`config.mk`:
```
export PLATFORM = sky130hd
export DESIGN_NAME = ram_axi_bridge_flat
export DESIGN_NICKNAME = d
export VERILOG_FILES = /design/src/rtl/ram_axi_bridge_pkg.sv /design/src/rtl/ram_axi_bridge_if.sv /design/src/rtl/ram_axi_bridge_align.sv /design/src/rtl/ram_axi_bridge.sv /design/src/flat_wrapper.sv
export SDC_FILE = /design/constraint.sdc
export NUM_CORES = 1
export LEC_CHECK = 0
export ABC_AREA = 1
export ABC_CLOCK_PERIOD_IN_PS = 4790
export CAP_MARGIN = 10
export CORE_MARGIN = 3
export CORE_UTILIZATION = 30
export CTS_CLUSTER_SIZE = 28
export DETAILED_ROUTE_END_ITERATION = 8
export DONT_BUFFER_PORTS = 1
export SKIP_CTS_REPAIR_TIMING = 1
export SLEW_MARGIN = 10
export SYNTH_ARGS = -nofsm -noshare
export SYNTH_HDL_FRONTEND = slang
export SYNTH_SLANG_ARGS = --single-unit
export TNS_END_PERCENT = 100
```
`constraint.sdc`:
```
create_clock -name clk -period 4.79 [get_ports clk]
set_input_delay 0.479 -clock clk [delete_from_list [all_inputs] [get_ports clk]]
set_output_delay 0.479 -clock clk [all_outputs]
set_load 0.05 [all_outputs]
```
`src/rtl/ram_axi_bridge_pkg.sv`:
```
// Shared types and constants for the RAM-to-AXI bridge: widths, AXI size codes,
// FSM state encoding and the latched request payload.
package ram_axi_bridge_pkg;

    localparam int unsigned ADDR_W = 64;
    localparam int unsigned DATA_W = 64;
    localparam int unsigned STRB_W = DATA_W / 8;
    localparam int unsigned SIZE_W = 3;
    localparam int unsigned OFF_W  = 3;
    localparam int unsigned BSH_W  = OFF_W + 3;
    localparam int unsigned MASK_W = 16;
    localparam int unsigned CNT_W  = 4;

    localparam logic [SIZE_W-1:0] AXI_SIZE_1B = 3'd0;
    localparam logic [SIZE_W-1:0] AXI_SIZE_2B = 3'd1;
    localparam logic [SIZE_W-1:0] AXI_SIZE_4B = 3'd2;
    localparam logic [SIZE_W-1:0] AXI_SIZE_8B = 3'd3;

    typedef enum logic [2:0] {
        ST_IDLE = 3'd0,
        ST_AR   = 3'd1,
        ST_R    = 3'd2,
        ST_AW_W = 3'd3,
        ST_B    = 3'd4,
        ST_RESP = 3'd5
    } state_e;

    // Request as held for the duration of one transaction; write data/strobe lane-aligned.
    typedef struct packed {
        logic [ADDR_W-1:0] addr;
        logic [SIZE_W-1:0] size;
        logic [DATA_W-1:0] wdata;
        logic [STRB_W-1:0] wstrb;
    } req_t;

    // Byte count of an AXI size code; codes above 8 bytes saturate to a full beat.
    function automatic logic [CNT_W-1:0] size_bytes(input logic [SIZE_W-1:0] size);
        logic [CNT_W-1:0] n;
        case (size)
            AXI_SIZE_1B: n = CNT_W'(1);
            AXI_SIZE_2B: n = CNT_W'(2);
            AXI_SIZE_4B: n = CNT_W'(4);
            AXI_SIZE_8B: n = CNT_W'(8);
            default:     n = CNT_W'(8);
        endcase
        return n;
    endfunction

endpackage

```
`src/rtl/ram_axi_bridge_if.sv`:
```
// Bus bundle for the bridge: simple RAM request port plus the five AXI channels.
interface ram_axi_bridge_if;
    import ram_axi_bridge_pkg::*;

    logic [ADDR_W-1:0] i_ram_addr;
    logic              i_ram_wen;
    logic              i_ram_valid;
    logic [DATA_W-1:0] i_ram_wdata;
    logic [SIZE_W-1:0] i_ram_size;
    logic              o_ram_ready;
    logic [DATA_W-1:0] o_ram_rdata;

    logic [ADDR_W-1:0] o_axi_awaddr;
    logic              o_axi_awvalid;
    logic              i_axi_awready;
    logic [SIZE_W-1:0] o_axi_awsize;

    logic [DATA_W-1:0] o_axi_wdata;
    logic [STRB_W-1:0] o_axi_wstrb;
    logic              o_axi_wvalid;
    logic              i_axi_wready;

    logic              i_axi_bvalid;
    logic              o_axi_bready;

    logic [ADDR_W-1:0] o_axi_araddr;
    logic              o_axi_arvalid;
    logic              i_axi_arready;
    logic [SIZE_W-1:0] o_axi_arsize;

    logic [DATA_W-1:0] i_axi_rdata;
    logic              i_axi_rvalid;
    logic              o_axi_rready;

    // Bridge side.
    modport master (
        input  i_ram_addr, i_ram_wen, i_ram_valid, i_ram_wdata, i_ram_size,
        output o_ram_ready, o_ram_rdata,
        output o_axi_awaddr, o_axi_awvalid, o_axi_awsize,
        input  i_axi_awready,
        output o_axi_wdata, o_axi_wstrb, o_axi_wvalid,
        input  i_axi_wready,
        input  i_axi_bvalid,
        output o_axi_bready,
        output o_axi_araddr, o_axi_arvalid, o_axi_arsize,
        input  i_axi_arready,
        input  i_axi_rdata, i_axi_rvalid,
        output o_axi_rready
    );

    // Requester plus AXI slave side.
    modport slave (
        output i_ram_addr, i_ram_wen, i_ram_valid, i_ram_wdata, i_ram_size,
        input  o_ram_ready, o_ram_rdata,
        input  o_axi_awaddr, o_axi_awvalid, o_axi_awsize,
        output i_axi_awready,
        input  o_axi_wdata, o_axi_wstrb, o_axi_wvalid,
        output i_axi_wready,
        output i_axi_bvalid,
        input  o_axi_bready,
        input  o_axi_araddr, o_axi_arvalid, o_axi_arsize,
        output i_axi_arready,
        output i_axi_rdata, i_axi_rvalid,
        input  o_axi_rready
    );

endinterface

```
`src/rtl/ram_axi_bridge_align.sv`:
```
// Byte-lane steering between right-aligned RAM data and the 64-bit AXI beat.
module ram_axi_align
    import ram_axi_bridge_pkg::*;
(
    input  logic [OFF_W-1:0]  off_i,
    input  logic [SIZE_W-1:0] size_i,
    input  logic [DATA_W-1:0] wdata_i,
    input  logic [DATA_W-1:0] rdata_i,
    output logic [DATA_W-1:0] wdata_c_o,
    output logic [STRB_W-1:0] wstrb_c_o,
    output logic [DATA_W-1:0] rdata_c_o
);

    logic [BSH_W-1:0]  bit_sh;
    logic [MASK_W-1:0] mask;

    // Strobe is computed wide so an 8-byte mask survives before truncation to the beat.
    always_comb begin
        bit_sh    = {off_i, 3'b000};
        mask      = (MASK_W'(1) << size_bytes(size_i)) - MASK_W'(1);
        wdata_c_o = wdata_i << bit_sh;
        rdata_c_o = rdata_i >> bit_sh;
        wstrb_c_o = STRB_W'(mask << off_i);
    end

endmodule

```
`src/rtl/ram_axi_bridge.sv`:
```
// Single-outstanding bridge from a valid/ready RAM request port to an AXI master;
// every bus-facing output comes straight from a flop.
module ram_axi_bridge
    import ram_axi_bridge_pkg::*;
(
    input  logic             clk,
    input  logic             rst,
    ram_axi_bridge_if.master bus
);

    state_e            state_q, state_d;
    req_t              req_q, req_d;
    logic              arvalid_q, arvalid_d;
    logic              rready_q, rready_d;
    logic              awvalid_q, awvalid_d;
    logic              wvalid_q, wvalid_d;
    logic              bready_q, bready_d;
    logic              ready_q, ready_d;
    logic [DATA_W-1:0] rdata_q, rdata_d;

    logic [OFF_W-1:0]  lane_off;
    logic [DATA_W-1:0] lane_wdata;
    logic [STRB_W-1:0] lane_wstrb;
    logic [DATA_W-1:0] lane_rdata;

    // Lanes follow the incoming request while idle and the frozen request otherwise.
    assign lane_off = (state_q == ST_IDLE) ? bus.i_ram_addr[OFF_W-1:0]
                                           : req_q.addr[OFF_W-1:0];

    ram_axi_align u_align (
        .off_i     (lane_off),
        .size_i    (bus.i_ram_size),
        .wdata_i   (bus.i_ram_wdata),
        .rdata_i   (bus.i_axi_rdata),
        .wdata_c_o (lane_wdata),
        .wstrb_c_o (lane_wstrb),
        .rdata_c_o (lane_rdata)
    );

    always_ff @(posedge clk) begin
        if (rst) begin
            state_q   <= ST_IDLE;
            req_q     <= '0;
            arvalid_q <= 1'b0;
            rready_q  <= 1'b0;
            awvalid_q <= 1'b0;
            wvalid_q  <= 1'b0;
            bready_q  <= 1'b0;
            ready_q   <= 1'b0;
            rdata_q   <= '0;
        end else begin
            state_q   <= state_d;
            req_q     <= req_d;
            arvalid_q <= arvalid_d;
            rready_q  <= rready_d;
            awvalid_q <= awvalid_d;
            wvalid_q  <= wvalid_d;
            bready_q  <= bready_d;
            ready_q   <= ready_d;
            rdata_q   <= rdata_d;
        end
    end

    // Next-state logic also produces the next value of every registered output.
    always_comb begin
        state_d   = state_q;
        req_d     = req_q;
        arvalid_d = 1'b0;
        rready_d  = 1'b0;
        awvalid_d = 1'b0;
        wvalid_d  = 1'b0;
        bready_d  = 1'b0;
        ready_d   = 1'b0;
        rdata_d   = rdata_q;

        case (state_q)
            ST_IDLE: begin
                if (bus.i_ram_valid) begin
                    req_d.addr  = bus.i_ram_addr;
                    req_d.size  = bus.i_ram_size;
                    req_d.wdata = lane_wdata;
                    req_d.wstrb = bus.i_ram_wen ? lane_wstrb : '0;
                    if (bus.i_ram_wen) begin
                        state_d   = ST_AW_W;
                        awvalid_d = 1'b1;
                        wvalid_d  = 1'b1;
                    end else begin
                        state_d   = ST_AR;
                        arvalid_d = 1'b1;
                    end
                end
            end

            ST_AR: begin
                arvalid_d = 1'b1;
                if (bus.i_axi_arready) begin
                    arvalid_d = 1'b0;
                    rready_d  = 1'b1;
                    state_d   = ST_R;
                end
            end

            ST_R: begin
                rready_d = 1'b1;
                if (bus.i_axi_rvalid) begin
                    rready_d = 1'b0;
                    rdata_d  = lane_rdata;
                    ready_d  = 1'b1;
                    state_d  = ST_RESP;
                end
            end

            // Address and data handshakes retire independently, in either order.
            ST_AW_W: begin
                awvalid_d = awvalid_q && !bus.i_axi_awready;
                wvalid_d  = wvalid_q && !bus.i_axi_wready;
                if (!awvalid_d && !wvalid_d) begin
                    bready_d = 1'b1;
                    state_d  = ST_B;
                end
            end

            ST_B: begin
                bready_d = 1'b1;
                if (bus.i_axi_bvalid) begin
                    bready_d = 1'b0;
                    ready_d  = 1'b1;
                    state_d  = ST_RESP;
                end
            end

            ST_RESP: state_d = ST_IDLE;

            default: state_d = ST_IDLE;
        endcase
    end

    assign bus.o_ram_ready   = ready_q;
    assign bus.o_ram_rdata   = rdata_q;
    assign bus.o_axi_araddr  = req_q.addr;
    assign bus.o_axi_arsize  = req_q.size;
    assign bus.o_axi_arvalid = arvalid_q;
    assign bus.o_axi_rready  = rready_q;
    assign bus.o_axi_awaddr  = req_q.addr;
    assign bus.o_axi_awsize  = req_q.size;
    assign bus.o_axi_awvalid = awvalid_q;
    assign bus.o_axi_wdata   = req_q.wdata;
    assign bus.o_axi_wstrb   = req_q.wstrb;
    assign bus.o_axi_wvalid  = wvalid_q;
    assign bus.o_axi_bready  = bready_q;

endmodule
```
`src/flat_wrapper.sv`:
```
// flat-port wrapper written by rule: the top's interface ports become plain ports
module ram_axi_bridge_flat import ram_axi_bridge_pkg::*;
  (clk, rst, bus_i_ram_addr, bus_i_ram_wen, bus_i_ram_valid, bus_i_ram_wdata, bus_i_ram_size, bus_o_ram_ready, bus_o_ram_rdata, bus_o_axi_awaddr, bus_o_axi_awvalid, bus_o_axi_awsize, bus_i_axi_awready, bus_o_axi_wdata, bus_o_axi_wstrb, bus_o_axi_wvalid, bus_i_axi_wready, bus_i_axi_bvalid, bus_o_axi_bready, bus_o_axi_araddr, bus_o_axi_arvalid, bus_o_axi_arsize, bus_i_axi_arready, bus_i_axi_rdata, bus_i_axi_rvalid, bus_o_axi_rready);
  ram_axi_bridge_if bus_i ();
  input  logic clk;
  input  logic rst;
  input wire logic [$bits(bus_i.i_ram_addr)-1:0] bus_i_ram_addr;
  input wire logic [$bits(bus_i.i_ram_wen)-1:0] bus_i_ram_wen;
  input wire logic [$bits(bus_i.i_ram_valid)-1:0] bus_i_ram_valid;
  input wire logic [$bits(bus_i.i_ram_wdata)-1:0] bus_i_ram_wdata;
  input wire logic [$bits(bus_i.i_ram_size)-1:0] bus_i_ram_size;
  output wire logic [$bits(bus_i.o_ram_ready)-1:0] bus_o_ram_ready;
  output wire logic [$bits(bus_i.o_ram_rdata)-1:0] bus_o_ram_rdata;
  output wire logic [$bits(bus_i.o_axi_awaddr)-1:0] bus_o_axi_awaddr;
  output wire logic [$bits(bus_i.o_axi_awvalid)-1:0] bus_o_axi_awvalid;
  output wire logic [$bits(bus_i.o_axi_awsize)-1:0] bus_o_axi_awsize;
  input wire logic [$bits(bus_i.i_axi_awready)-1:0] bus_i_axi_awready;
  output wire logic [$bits(bus_i.o_axi_wdata)-1:0] bus_o_axi_wdata;
  output wire logic [$bits(bus_i.o_axi_wstrb)-1:0] bus_o_axi_wstrb;
  output wire logic [$bits(bus_i.o_axi_wvalid)-1:0] bus_o_axi_wvalid;
  input wire logic [$bits(bus_i.i_axi_wready)-1:0] bus_i_axi_wready;
  input wire logic [$bits(bus_i.i_axi_bvalid)-1:0] bus_i_axi_bvalid;
  output wire logic [$bits(bus_i.o_axi_bready)-1:0] bus_o_axi_bready;
  output wire logic [$bits(bus_i.o_axi_araddr)-1:0] bus_o_axi_araddr;
  output wire logic [$bits(bus_i.o_axi_arvalid)-1:0] bus_o_axi_arvalid;
  output wire logic [$bits(bus_i.o_axi_arsize)-1:0] bus_o_axi_arsize;
  input wire logic [$bits(bus_i.i_axi_arready)-1:0] bus_i_axi_arready;
  input wire logic [$bits(bus_i.i_axi_rdata)-1:0] bus_i_axi_rdata;
  input wire logic [$bits(bus_i.i_axi_rvalid)-1:0] bus_i_axi_rvalid;
  output wire logic [$bits(bus_i.o_axi_rready)-1:0] bus_o_axi_rready;
  assign bus_i.i_ram_addr = bus_i_ram_addr;
  assign bus_i.i_ram_wen = bus_i_ram_wen;
  assign bus_i.i_ram_valid = bus_i_ram_valid;
  assign bus_i.i_ram_wdata = bus_i_ram_wdata;
  assign bus_i.i_ram_size = bus_i_ram_size;
  assign bus_o_ram_ready = bus_i.o_ram_ready;
  assign bus_o_ram_rdata = bus_i.o_ram_rdata;
  assign bus_o_axi_awaddr = bus_i.o_axi_awaddr;
  assign bus_o_axi_awvalid = bus_i.o_axi_awvalid;
  assign bus_o_axi_awsize = bus_i.o_axi_awsize;
  assign bus_i.i_axi_awready = bus_i_axi_awready;
  assign bus_o_axi_wdata = bus_i.o_axi_wdata;
  assign bus_o_axi_wstrb = bus_i.o_axi_wstrb;
  assign bus_o_axi_wvalid = bus_i.o_axi_wvalid;
  assign bus_i.i_axi_wready = bus_i_axi_wready;
  assign bus_i.i_axi_bvalid = bus_i_axi_bvalid;
  assign bus_o_axi_bready = bus_i.o_axi_bready;
  assign bus_o_axi_araddr = bus_i.o_axi_araddr;
  assign bus_o_axi_arvalid = bus_i.o_axi_arvalid;
  assign bus_o_axi_arsize = bus_i.o_axi_arsize;
  assign bus_i.i_axi_arready = bus_i_axi_arready;
  assign bus_i.i_axi_rdata = bus_i_axi_rdata;
  assign bus_i.i_axi_rvalid = bus_i_axi_rvalid;
  assign bus_o_axi_rready = bus_i.o_axi_rready;
  ram_axi_bridge u_core (.clk(clk), .rst(rst), .bus(bus_i));
endmodule
```
==> metrics.cfg, run 1 <==
[status]
status=finished clean

[worst_setup_path]
cp.arrival_ps=3760
start_kind=flip-flop
r2r_setup_slack_ps=1500
regToRegStartpoint=u_core.state_q[2]$_SDFFE_PP0P_
path_max_fanout=52
cp_top_family=buffers and inverters
path_common_cell=nand2_4
cp.depth=9
worst_r2r_endpoint=u_core.bus.o_axi_wdata[33]$_SDFFE_PP0P_
reg2reg_depth=9
slowest_stage=clkinv_2
worstPathRequired_ps=5260
cp_cell_sequence=inv_2, nand2_4, nand2_1, nand2_4, clkinv_2, buf_4, nor2_1, a22oi_1, a21oi_1
criticalPathCategory=reg -> reg
cp_num_buf_inv=3
end_kind=flip-flop
max_stage_delay_ps=790

[logic_synthesis]
synth_area_leaders=dfxtp_1 36%, nand2_1 24%, nand3_1 11%, a21oi_1 7.4%, buf_4 5.7%
syn_area_mm2=0.01172
synth_seq_cells=212
synth_compound_area_share_pct=11.28
synth_top_area_cell=dfxtp_1
syn_area_per_cell_um2=6.232
syn_nets=2086
synth_edf_count=0
synth_cells=1881
synth-simple-area-share_pct=38.73
ys.warnings.count=0
synth_fa_ha_area_share_pct=0.1067
synthMuxAreaShare_pct=0
netlist.area_leader.share_pct=36.20
synth_xor_area_share_pct=0
synthArstFlopShare_pct=0
synth_top_family_by_area=simple AND/OR/NAND/NOR gates
synth-main-ff-cell=dfxtp_1
ys_seq_area_share_pct=36.20
synth_cell_types=32

[finish]
layout-drive-gt1-share_pct=4.390
multiInputGateArea_mm2=0.005922
area_growth_pct=4.921
final-seq-area_mm2=0.004244
n_antenna_cell=0
fillers=4226
nets=1939

[routing]
wire_per_inst_um=20.97
antenna_left=0
firstDrtPassIters=6
routed_wl_mm=47.51
viasPerCell=5.246
drcViolationCount=0
vias=11880
drtIter0Drc=837

[grt]
gr-usage-met2_pct=35.99
overflow=0
grt.busiest_layer=met2
grt_pass1_vias=11140
use_met1_pct=26.35
gr-usage-met3_pct=7.342
grt_pass1_wl_mm=69.85
grt_max_degree=170
antenna_found_initial=0
track_usage_pct=21.54

[pwr]
combPwrFrac_pct=46.6
p_switching_mw=6.543
ir_drop_mv=0.4577
clkPwrFrac_pct=18.3
finalPower_mw=11.28
seq_power_share_pct=35.1
power.density_mw_per_mm2=917.0
intPower_mw=4.736
leakage_nw=5.430
netSwitchingFraction_pct=58.01

[clock_network]
htreeDepth=1
cts_tree=done
cts.sinks=212
clockBufferDepth=3
clock_latency_ps=550
cts_buffers=26
root_buffer=clkbuf_16
path_clk_slew_ps=60

[sta]
fmax_ghz=0.3041
tightest_slew_ps=1089
timing.slew.headroom_pct=27.31
setup_violations=0
period_minus_slack_ps=3289
finalSetupTns_ps=0
timing.final.crit_share_pct=68.66
hold_viol_final=0
slew_violations=0
finClkSkew_ps=13.39
grt_setup_unrepaired=false

[placement]
numPortBuffers=0
globalplace.congestion=0.9360
place_hpwl_mm=34.59

[floorplanning]
start_util_pct=30.76
die_y_um=203.7
core_area_mm2=0.03811
num_io_pins=480
rows=71
fp.dieW_um=203.7
die-area_mm2=0.04148

[hold_path]
min-delay-path-class=in -> reg
hold_path_depth=1
worstHoldStart=rst
min_to=u_core.bus.o_axi_araddr[21]$_SDFFE_PP0P_

[flow_run]
drv_cap=0

## placed cells by master, fill, tap and decap left out, types with 2 or more instances in the layout
| master | synthesis | routed |
|---|---|---|
| a22oi_1 | 14 | 14 |
| nor2_4 | 2 | 4 |
| nor2_1 | 70 | 69 |
| nand3b_1 | 3 | 3 |
| nand2_4 | 1 | 4 |
| clkinv_1 | 2 | 2 |
| o21ai_0 | 33 | 33 |
| clkinv_2 | 0 | 5 |
| clkinvlp_4 | 0 | 3 |
| bufinv_16 | 0 | 3 |
| a211oi_1 | 2 | 2 |
| o21ai_1 | 12 | 12 |
| inv_1 | 112 | 112 |
| a21oi_1 | 173 | 173 |
| nand2_2 | 2 | 2 |
| dlygate4sd3_1 | 0 | 2 |
| nand2_1 | 758 | 755 |
| inv_2 | 6 | 5 |
| clkinv_4 | 0 | 2 |
| buf_4 | 89 | 15 |
| nand3_1 | 258 | 258 |
| dfxtp_1 | 212 | 212 |
| clkbuf_8 | 0 | 3 |
| clkbuf_16 | 0 | 27 |
| o211ai_1 | 6 | 6 |
| clkbuf_1 | 59 | 6 |
| nor3_1 | 3 | 3 |
| a31oi_1 | 7 | 7 |
| and3_1 | 5 | 5 |
## routing by layer
metal	part of all wire (%)	wire length, um
met3	9.7	4615
met5	0	0
met1	40	19090
met2	47	22450
met4	2.9	1358
## layout make-up
cell class,instances,area share (%)
repair buffers,18,1.241
inverters,120,3.672
well taps,511,5.198
multi-input cells,1356,48.15
clock inverters,12,1.221
flip-flops and latches,212,34.51
clock buffers,36,6.012
## cell usage after synthesis, types with 3 or more instances
cell and instances:
a21oi_1 173, a22oi_1 14, a31oi_1 7, and3_1 5
buf_1 3, buf_2 36, buf_4 89, buf_6 6
clkbuf_1 59, dfxtp_1 212, inv_1 112, inv_2 6
nand2_1 758, nand3_1 258, nand3b_1 3, nor2_1 70
nor3_1 3, o211ai_1 6, o21ai_0 33, o21ai_1 12
## stage by stage
stage / setup slack [ps] / utilization (%) / cells / instance area, um^2 / hold WS [ps]
after global placement: 1609 / 29.89 / 2215 / 11390 / 478.2
final: 1501 / 32.27 / 2265 / 12300 / 31.70
after CTS: 1505 / 32.22 / 2263 / 12280 / -22.82
after detailed placement: 1530 / 29.89 / 2215 / 11390 / 483.2
after global routing: 1210 / 32.27 / 2265 / 12300 / 8.261
after floorplan: 3037 / - / 1881 / 11720 / 520.6
## power groups by stage
| stage | Sequential [mW] | Combinational (mW) | Clock [mW] |
|---|---|---|---|
| CTS | 3.96 | 5.27 | 2.11 |
| floorplan | 3.48 | 4.58 | 0 |
| global placement | 3.99 | 5.21 | 0 |
| detailed placement | 3.99 | 5.25 | 0 |
| finish | 3.95 | 5.26 | 2.07 |
| global route | 4.00 | 5.88 | 2.17 |
## flip-flops by register name, indices dropped and copies added, names as in the netlist
register,flops
u_core.bus.o_axi_wdata,64
u_core.bus.o_ram_rdata,64
u_core.bus.o_axi_rready,1
u_core.bus.o_axi_wstrb,8
u_core.bus.o_axi_awvalid,1
u_core.bus.o_axi_bready,1
u_core.bus.o_axi_wvalid,1
u_core.bus.o_ram_ready,1
u_core.bus.o_axi_araddr,64
u_core.bus.o_axi_arvalid,1
u_core.state_q,3
u_core.bus.o_axi_arsize,3
## kinds of logic (layout without fill, tap and decap cells)
| logic type | after synthesis | after routing |
|---|---|---|
| simple gates | 1105 | 1105 |
| other cells | 1 | 1 |
| flops | 212 | 212 |
| buf+inv | 313 | 186 |
| compound gates | 249 | 249 |
| fa+ha+maj | 1 | 1 |
## worst max path at each step
stage | from | endpoint | slack [ps]
2_1_floorplan | u_core.bus.o_axi_araddr[0]$_SDFFE_PP0P_ | u_core.bus.o_ram_rdata[15]$_SDFFE_PP0P_ | 3040
4_1_cts | u_core.state_q[2]$_SDFFE_PP0P_ | u_core.bus.o_axi_wdata[33]$_SDFFE_PP0P_ | 1510
5_1_grt | u_core.state_q[2]$_SDFFE_PP0P_ | u_core.bus.o_axi_wdata[33]$_SDFFE_PP0P_ | 1210
3_5_place_dp | u_core.state_q[2]$_SDFFE_PP0P_ | u_core.bus.o_axi_wdata[33]$_SDFFE_PP0P_ | 1530
6_report | u_core.state_q[2]$_SDFFE_PP0P_ | u_core.bus.o_axi_wdata[33]$_SDFFE_PP0P_ | 1500
3_3_place_gp | u_core.state_q[2]$_SDFFE_PP0P_ | u_core.bus.o_axi_wdata[33]$_SDFFE_PP0P_ | 1610
No activity file was read; power rests on OpenSTA's default activity.
==> inputs of run 2 (changes only) <==
--- a/config.mk
+++ b/config.mk
@@ -6,7 +6,7 @@
 export NUM_CORES = 1
 export LEC_CHECK = 0
 export ABC_AREA = 1
-export ABC_CLOCK_PERIOD_IN_PS = 4790
+export ABC_CLOCK_PERIOD_IN_PS = 3250
 export CAP_MARGIN = 10
 export CORE_MARGIN = 3
 export CORE_UTILIZATION = 30
==> constraint.sdc (replaced) <==
create_clock -name clk -period 3.25 [get_ports clk]
set_input_delay 0.325 -clock clk [delete_from_list [all_inputs] [get_ports clk]]
set_output_delay 0.325 -clock clk [all_outputs]
set_load 0.05 [all_outputs]
==> run 2 against run 1 <==
  * The flow now finishes with violations (negative hold slack)
  * Sequential share of layout area is 2.1 points lower
  * Hold slack got worse by 36 ps
  * Wire length rose by 2.1%
  * Sequential power increased by 48%
  * Register-to-register slack worse by 760 ps
  * Critical path depth is 2 lower
  * Non-clock buffer count up 72
  * Utilization rose by 2.1 points
  * Via count grew 1.6%
  * Clock power is 52% higher
  * Clock skew fell by 1.7 ps
  * Largest cell class unchanged
  * Largest power group unchanged
==> metrics.cfg, run 2 (same netlist as run 1, synthesis figures left out) <==
[finish]
final_cell_mix=755 x nand2_1, 258 x nand3_1, 212 x dfxtp_1
fillers=4108
n_antenna_cell=0
final-seq-area_mm2=0.004244
area_growth_pct=11.74
final_common_cell=nand2_1
layout-drive-gt1-share_pct=4.710
multiInputGateArea_mm2=0.005922
nets=2011

[sta]
timing.final.crit_share_pct=77.28
timing.slew.headroom_pct=24.74
hold_viol_final=2
finalSetupTns_ps=0
grt_setup_unrepaired=false
period_minus_slack_ps=2512
hold-worst-slack_ps=-4.547
tightest_slew_ps=1127
slew_violations=0
setup_violations=0
fmax_ghz=0.3982
finClkSkew_ps=11.68

[placement]
place_hpwl_mm=35.17
numPortBuffers=0
globalplace.congestion=0.9126

[routing]
viasPerCell=5.165
vias=12070
routed_wl_mm=48.51
drtIter0Drc=1018
wire_per_inst_um=20.76
drcViolationCount=0
antenna_left=0
firstDrtPassIters=6

[clock_network]
cts.sinks=212
root_buffer=clkbuf_16
clockBufferDepth=3
cts_buffers=26
clock_latency_ps=540
htreeDepth=1
cts_tree=done
path_clk_slew_ps=60

[floorplanning]
start_util_pct=30.76
rows=71
die-area_mm2=0.04148
die_y_um=203.7
fp.dieW_um=203.7
core_area_mm2=0.03811
num_io_pins=480

[grt]
overflow=0
grt_pass1_vias=11050
antenna_found_initial=0
grt_max_degree=170
track_usage_pct=21.67
grt_pass1_wl_mm=70.16

[flow_run]
drv_cap=0

[hold_path]
min-delay-path-class=in -> reg
hold_path_depth=3
min_to=u_core.bus.o_axi_arvalid$_SDFF_PP0_
worstHoldStart=bus_i_axi_arready

[worst_setup_path]
start_kind=flip-flop
worstPathRequired_ps=3720
reg2reg_depth=7
criticalPathCategory=reg -> reg
cp.arrival_ps=2990
r2r_setup_slack_ps=740
path_max_fanout=76
end_kind=flip-flop
regToRegStartpoint=u_core.state_q[0]$_SDFFE_PP0P_
worst_r2r_endpoint=u_core.bus.o_axi_araddr[12]$_SDFFE_PP0P_

[pwr]
leakage_nw=5.783
finalPower_mw=16.98
power.density_mw_per_mm2=1297
ir_drop_mv=0.5375

[status]
violations=negative hold slack
status=complete, but fails checks

run 2: changes by cell type in the layout (fill, tap and decap cells not counted):
cell	previous run	this run
clkinv_4	2	1
buf_4	15	19
dlygate4sd3_1	2	66
buf_12	1	4
clkbuf_1	6	5
clkbuf_8	3	5
clkinvlp_4	3	2
buf_16	0	1
inv_6	0	1
bufinv_16	3	4
clkinv_2	5	4
run 2: how the worst max path moves through the flow:
stage,to,slack (ps),start
floorplan,u_core.bus.o_ram_rdata[15]$_SDFFE_PP0P_,1500,u_core.bus.o_axi_araddr[0]$_SDFFE_PP0P_
global placement,u_core.bus.o_axi_wdata[42]$_SDFFE_PP0P_,960,u_core.state_q[0]$_SDFFE_PP0P_
detailed placement,u_core.bus.o_axi_wdata[52]$_SDFFE_PP0P_,890,u_core.state_q[0]$_SDFFE_PP0P_
CTS,u_core.bus.o_ram_rdata[2]$_SDFFE_PP0P_,870,u_core.state_q[0]$_SDFFE_PP0P_
global route,u_core.bus.o_axi_araddr[12]$_SDFFE_PP0P_,550,u_core.state_q[0]$_SDFFE_PP0P_
finish,u_core.bus.o_axi_araddr[12]$_SDFFE_PP0P_,740,u_core.state_q[0]$_SDFFE_PP0P_
run 2: final cells by class:
| cell class | instances | area share, % |
|---|---|---|
| clock buffer | 37 | 5.827 |
| sequential | 212 | 32.40 |
| tap | 511 | 4.881 |
| clock inverter | 11 | 1.280 |
| timing repair buffer | 90 | 6.954 |
| inverter | 120 | 3.448 |
| multi-input combinational | 1356 | 45.21 |
run 2: where the power goes:
group | switching, mW | total (mW) | internal [mW]
clock | 1.18 | 3.14 | 1.95
sequential | 2.73 | 5.85 | 3.12
combinational | 5.80 | 8.00 | 2.20
total | 9.72 | 17.0 | 7.27
run 2: per-stage QoR:
step | util, % | setup slack [ps] | instance area (um^2) | cells | hold slack (ps)
global route | 34.37 | 553.7 | 13100 | 2337 | 1.858
CTS | 32.57 | 867.1 | 12410 | 2270 | -166.6
floorplan | - | 1497 | 11720 | 1881 | 469.7
detailed placement | 30.12 | 893.1 | 11480 | 2222 | 407.4
finish | 34.37 | 738.5 | 13100 | 2337 | -4.547
global placement | 30.12 | 961.6 | 11480 | 2222 | 405.9
run 2: worst max-delay path: stages (launching register included):
cell and delay (ps):
dfxtp_1 360, nor2_4 280, nand3_4 240, inv_2 100, buf_4 600, nand2_1 110
a21oi_1 140, dlygate4sd3_1 570
run 2: metal layers:
metal  wire (um)  global-route usage, %  share of wire [%]  vias up
met4        1873                  8.407                3.9        0
met2       22450                  35.17                 46      574
met1       19020                  26.11                 39     5601
li1            -                      -                  -     5803
met3        5169                  8.061                 11       93
met5           0                      0                  0        -
